File: config.mk
export PLATFORM = sky130hd
export DESIGN_NAME = cfpu_pipe
export DESIGN_NICKNAME = d
export VERILOG_FILES = /design/src/rtl/cfpu_pipe.sv
export SDC_FILE = /design/constraint.sdc
export NUM_CORES = 2
export LEC_CHECK = 0
export ABC_AREA = 1
export BUFFER_PORTS_ARGS = -buffer_cell sky130_fd_sc_hd__buf_2
export CORE_MARGIN = 2
export CORE_UTILIZATION = 56
export DETAILED_ROUTE_END_ITERATION = 6
export PLACE_DENSITY = 0.76
export SETUP_SLACK_MARGIN = 0.15
export SLEW_MARGIN = 40
export SYNTH_ARGS = -nofsm -noshare
export SYNTH_HDL_FRONTEND = slang
export SYNTH_SLANG_ARGS = --single-unit
File: constraint.sdc
create_clock -name clk -period 3.2 [get_ports clk]
set_clock_uncertainty 0.15 [all_clocks]
set_input_delay 0.64 -clock clk [delete_from_list [all_inputs] [get_ports clk]]
set_output_delay 0.64 -clock clk [all_outputs]
set_load 0.005 [all_outputs]
File: src/rtl/cfpu_pipe.sv
// Pipelined IEEE-754-style multiplier with exact RNE and an approximate bypass path.
// Three register stages: classify/multiply, normalise/round, exponent/special/pack.
module cfpu_pipe #(
  parameter int unsigned E     = 8,
  parameter int unsigned MA    = 23,
  parameter int unsigned CNT_W = 32
) (
  input  logic             clk,
  input  logic             rst_n,
  input  logic             in_valid,
  output logic             in_ready,
  input  logic [E+MA:0]    in_a,
  input  logic [E+MA:0]    in_b,
  input  logic             in_mode,
  output logic             out_valid,
  input  logic             out_ready,
  output logic [E+MA:0]    out_y,
  output logic             out_approx,
  input  logic             cnt_clr,
  output logic [CNT_W-1:0] approx_cnt
);

  localparam int unsigned N    = 1 + E + MA;
  localparam int unsigned MW   = MA + 1;
  localparam int unsigned PW   = 2 * MW;
  localparam int unsigned XW   = E + 2;
  localparam int unsigned BIAS = (1 << (E - 1)) - 1;
  localparam int unsigned EMAX = (1 << E) - 1;

  typedef enum logic [1:0] {SP_NONE, SP_NAN, SP_INF, SP_ZERO} spec_e;

  logic stall, en;
  assign stall    = out_valid_q & ~out_ready;
  assign en       = ~stall;
  assign in_ready = ~stall;

  // Stage 1: classify operands, bias-adjusted exponent sum, full mantissa product
  logic          sa, sb;
  logic [E-1:0]  ea, eb;
  logic [MA-1:0] ma, mb;
  assign {sa, ea, ma} = in_a;
  assign {sb, eb, mb} = in_b;

  logic          za, zb, ia, ib, na, nb, sel_a, sel_b;
  logic          v1_d, v1_q, s1_d, s1_q, ap1_d, ap1_q, ai1_d, ai1_q;
  spec_e         sp1_d, sp1_q;
  logic [XW-1:0] x1_d, x1_q;
  logic [PW-1:0] p1_d, p1_q;
  logic [MA-1:0] am1_d, am1_q;

  always_comb begin
    za    = (ea == '0);
    zb    = (eb == '0);
    ia    = (&ea) & ~(|ma);
    ib    = (&eb) & ~(|mb);
    na    = (&ea) & (|ma);
    nb    = (&eb) & (|mb);
    sp1_d = SP_NONE;
    if (na | nb | (ia & zb) | (ib & za)) sp1_d = SP_NAN;
    else if (ia | ib)                    sp1_d = SP_INF;
    else if (za | zb)                    sp1_d = SP_ZERO;
    v1_d  = in_valid;
    s1_d  = sa ^ sb;
    x1_d  = XW'(ea) + XW'(eb) - XW'(BIAS);
    p1_d  = PW'({1'b1, ma}) * PW'({1'b1, mb});
    sel_a = (&ma) | ~(|ma);
    sel_b = (&mb) | ~(|mb);
    ap1_d = in_mode & (sp1_d == SP_NONE) & (sel_a | sel_b);
    am1_d = sel_a ? mb : ma;
    ai1_d = sel_a ? (&ma) : (&mb);
  end

  always_ff @(posedge clk or negedge rst_n) begin
    if (!rst_n) begin
      v1_q  <= 1'b0;
      s1_q  <= 1'b0;
      sp1_q <= SP_NONE;
      x1_q  <= '0;
      p1_q  <= '0;
      ap1_q <= 1'b0;
      am1_q <= '0;
      ai1_q <= 1'b0;
    end else if (en) begin
      v1_q  <= v1_d;
      s1_q  <= s1_d;
      sp1_q <= sp1_d;
      x1_q  <= x1_d;
      p1_q  <= p1_d;
      ap1_q <= ap1_d;
      am1_q <= am1_d;
      ai1_q <= ai1_d;
    end
  end

  // Stage 2: normalise, round to nearest even, or take the bypass mantissa
  logic          norm, g, r, st;
  logic [MA-1:0] kept;
  logic [MA:0]   rsum;
  logic          v2_d, v2_q, s2_d, s2_q, ap2_d, ap2_q;
  spec_e         sp2_d, sp2_q;
  logic [XW-1:0] x2_d, x2_q;
  logic [MA-1:0] m2_d, m2_q;

  always_comb begin
    norm  = p1_q[PW-1];
    kept  = norm ? p1_q[PW-2 -: MA] : p1_q[PW-3 -: MA];
    g     = norm ? p1_q[MA]     : p1_q[MA-1];
    r     = norm ? p1_q[MA-1]   : p1_q[MA-2];
    st    = norm ? |p1_q[MA-2:0] : |p1_q[MA-3:0];
    rsum  = {1'b0, kept} + MW'(g & (r | st | kept[0]));
    v2_d  = v1_q;
    s2_d  = s1_q;
    sp2_d = sp1_q;
    ap2_d = ap1_q;
    m2_d  = rsum[MA-1:0];
    x2_d  = x1_q + XW'(norm) + XW'(rsum[MA]);
    if (ap1_q) begin
      m2_d = am1_q;
      x2_d = x1_q + XW'(ai1_q);
    end
  end

  always_ff @(posedge clk or negedge rst_n) begin
    if (!rst_n) begin
      v2_q  <= 1'b0;
      s2_q  <= 1'b0;
      sp2_q <= SP_NONE;
      x2_q  <= '0;
      m2_q  <= '0;
      ap2_q <= 1'b0;
    end else if (en) begin
      v2_q  <= v2_d;
      s2_q  <= s2_d;
      sp2_q <= sp2_d;
      x2_q  <= x2_d;
      m2_q  <= m2_d;
      ap2_q <= ap2_d;
    end
  end

  // Stage 3: exponent range check, special values, pack
  logic         out_valid_d, out_valid_q, out_approx_d, out_approx_q;
  logic [N-1:0] out_y_d, out_y_q;

  always_comb begin
    out_valid_d  = v2_q;
    out_approx_d = v2_q & ap2_q;
    out_y_d      = {s2_q, x2_q[E-1:0], m2_q};
    case (sp2_q)
      SP_NAN:  out_y_d = {1'b0, {E{1'b1}}, 1'b1, {(MA-1){1'b0}}};
      SP_INF:  out_y_d = {s2_q, {E{1'b1}}, {MA{1'b0}}};
      SP_ZERO: out_y_d = {s2_q, {(E+MA){1'b0}}};
      default: begin
        if (x2_q[XW-1] || (x2_q == '0))
          out_y_d = {s2_q, {(E+MA){1'b0}}};
        else if (x2_q[XW-2:0] >= (XW-1)'(EMAX))
          out_y_d = {s2_q, {E{1'b1}}, {MA{1'b0}}};
      end
    endcase
  end

  always_ff @(posedge clk or negedge rst_n) begin
    if (!rst_n) begin
      out_valid_q  <= 1'b0;
      out_y_q      <= '0;
      out_approx_q <= 1'b0;
    end else if (en) begin
      out_valid_q  <= out_valid_d;
      out_y_q      <= out_y_d;
      out_approx_q <= out_approx_d;
    end
  end

  // Saturating count of delivered bypass results; clear wins over increment
  logic [CNT_W-1:0] cnt_d, cnt_q;

  always_comb begin
    cnt_d = cnt_q;
    if (cnt_clr)
      cnt_d = '0;
    else if (out_valid_q & out_ready & out_approx_q & ~(&cnt_q))
      cnt_d = cnt_q + CNT_W'(1);
  end

  always_ff @(posedge clk or negedge rst_n) begin
    if (!rst_n) cnt_q <= '0;
    else        cnt_q <= cnt_d;
  end

  assign out_valid  = out_valid_q;
  assign out_y      = out_y_q;
  assign out_approx = out_approx_q;
  assign approx_cnt = cnt_q;

endmodule

==> impl_metrics.json <==
{
  "crit_family": "adder cells",
  "vias_per_cell": 5.223,
  "ys.flop_type": "dfrtp_1",
  "cp.buffers_inverters": 10,
  "yosysUniqueCellTypes": 45,
  "path_class": "primary input to register",
  "hold_slack_ns": 0.2299,
  "async_reset_ff_share_pct": 100.0,
  "cts_max_level": 4,
  "cts_buffer_depth": 2,
  "cp-start-kind": "primary input",
  "route.vias.total": 28650,
  "worst_slew_pin_slew_ns": 0.6835,
  "hold_path.class": "primary input to register",
  "syn_inst": 4372,
  "regArea_um2": 4781,
  "die_area_um2": 58030,
  "drt_iter0_drc": 2170,
  "num_rows": 86,
  "areaGrowthSynthToFinish_pct": 24.60,
  "fin_crit_sh_pct": 186.0,
  "drcViolationCount": 1,
  "antenna_left": 0,
  "cts_tree": "done",
  "multiInputGateArea_um2": 23600,
  "slew_violations": 0,
  "max_slew_margin_pct": 54.27,
  "endpoint_kind": "register",
  "ys_warn_count": 0,
  "cts-buffers-inserted": 17,
  "die_h_um": 240.9,
  "cpMostUsedCell": "fa_1",
  "clk_pin_slew_worst_paths_ns": 0.08,
  "yosysTopAreaCell": "fa_1",
  "ys_seq_elements": 191,
  "finalWeightedCongestion": 0.9364,
  "synth_edf_count": 0,
  "totalWireLength_um": 94420,
  "cp.required_ns": 3.45,
  "nFillCells": 4250,
  "synthTopCellsByArea": "fa_1, nand2_1, dfrtp_1",
  "grt_pass1_vias": 29460,
  "violations": "DRC, setup timing",
  "cp_max_fo": 4,
  "worstSkewPairLatency_ns": 0.47,
  "syn_area_per_cell_um2": 7.188,
  "layout-drive-gt1-share_pct": 23.61,
  "slowest_stage": "fa_1",
  "synth-seq-area-share_pct": 15.21,
  "synthTopCellsByCount": "nand2_1, inv_1, fa_1",
  "synth_nets": 5124,
  "grt_max_degree": 119,
  "die_w_um": 240.9,
  "cts_root_buf": "clkbuf_16",
  "cts_num_sinks": 191,
  "nets": 5475,
  "floorplan.initialDensity_pct": 56.82,
  "final_hold_viol_count": 0,
  "status": "complete, but fails checks",
  "synth.most_common_cell": "nand2_1",
  "grt_pass1_wl_um": 149100,
  "max_stage_delay_ns": 0.58,
  "antenna_found_initial": 1,
  "grt_usage_pct": 32.85,
  "drv_cap": 0,
  "synthesis.area_um2": 31430,
  "overflow": 0,
  "dp_hpwl_um": 73520,
  "design.core.area_um2": 55310,
  "wl_per_cell_um": 17.21,
  "dr.pass1.iters": 7,
  "top_level_ports": 137,
  "synth_top_area_share_pct": 30.83,
  "critPathArrivalTime_ns": 6.20,
  "finalWorstSetupSlack_ns": -2.752,
  "rsz0062_at_grt": "true",
  "setup_violations": 46,
  "io_buffers": 136,
  "fin_crit_ns": 5.952,
  "fmax_mhz": 168.0
}
-- layout by cell type (no fill, tap or decap), drive strengths merged, types with 13 or more instances in the layout --
cell / n
nand2: 1298
or2: 20
dfrtp: 191
nor2: 237
o21ai: 149
clkbuf: 26
a31oi: 18
fa: 484
a21oi: 65
nand3: 165
nor3: 32
ha: 198
buf: 521
nand4: 67
inv: 1181
xnor2: 13
-- routing by layer --
metal | track usage (%) | vias up | routed length [um] | part of all wire [%]
met5 | 0 | - | 0 | 0
met4 | 13.41 | 0 | 4855 | 5.1
met3 | 4.575 | 296 | 6700 | 7.1
met2 | 57.03 | 1081 | 46170 | 49
met1 | 41.37 | 13890 | 36690 | 39
li1 | - | 13380 | - | -
-- tightest hold or removal path: stages --
cell	delay, ns
buf_2	0.08
nand2_1	0.04
nand2_1	0.04
-- flip-flops by register name, indices dropped and copies added (netlist names), 2 cells and up --
name and count:
am1_q 23, approx_cnt 32, m2_q 23, out_y 32
p1_q 48, sp1_q 2, sp2_q 2, x1_q 10
x2_q 10
-- per-stage QoR --
step	setup WS [ns]	instances	utilization (%)	setup TNS, ns	cell area [um^2]
final	-2.752	5485	70.80	-101.88	39160
after global routing	-2.902	5485	70.80	-109.57	39160
after CTS	-2.730	5457	68.64	-100.82	37970
after detailed placement	-3.481	5396	64.92	-132.67	35910
after global placement	-3.377	5396	64.92	-129.56	35910
after floorplan	-2.836	4372	-	-106.71	33530
-- kinds of logic after synthesis --
family	count (synthesis)	share of synthesized area, %
buffers and inverters	1376	16.81
DFF	191	15.21
xor gates and xnor gates	24	0.6689
AOI/OAI and AO/OA	260	4.567
adders and majority gates	682	38.72
and+or+nand+nor	1839	24.02
-- cell type report --
cell class                 instances  share of cell area [%]
clock inverter                    15                  0.4729
multi-input combinational       2805                   60.27
tap                              748                   2.390
antenna                            1                0.006391
inverter                        1176                   11.30
timing repair buffer             532                   12.27
clock buffer                      17                   1.086
sequential                       191                   12.21
-- path summary, 6_finish.rpt --
kind                          start       endpoint  slack, ns  cells after the start
max in group asynchronous     rst_n       am1_q[6]       1.58                      3
max                        in_b[14]       p1_q[38]      -2.75                     29
min in group asynchronous     rst_n  approx_cnt[9]       0.54                      2
max reg2reg                p1_q[47]        x2_q[8]      -0.01                     21
min reg2reg                out_y[9]       out_y[9]       0.33                      2
min                        in_valid           v1_q       0.23                      3
-- what timing repair did --
action                                 CTS  global route
pin swaps                              124           140
setup endpoints to repair               48            51
buffers inserted                        27            21
endpoints found under the hold margin   45             0
gates resized for setup                358           263
gates cloned                             1             6
hold buffers                             1             0
Power is not shown: default switching activity piles up to over one toggle a cycle in this logic, so the estimate is an artifact.
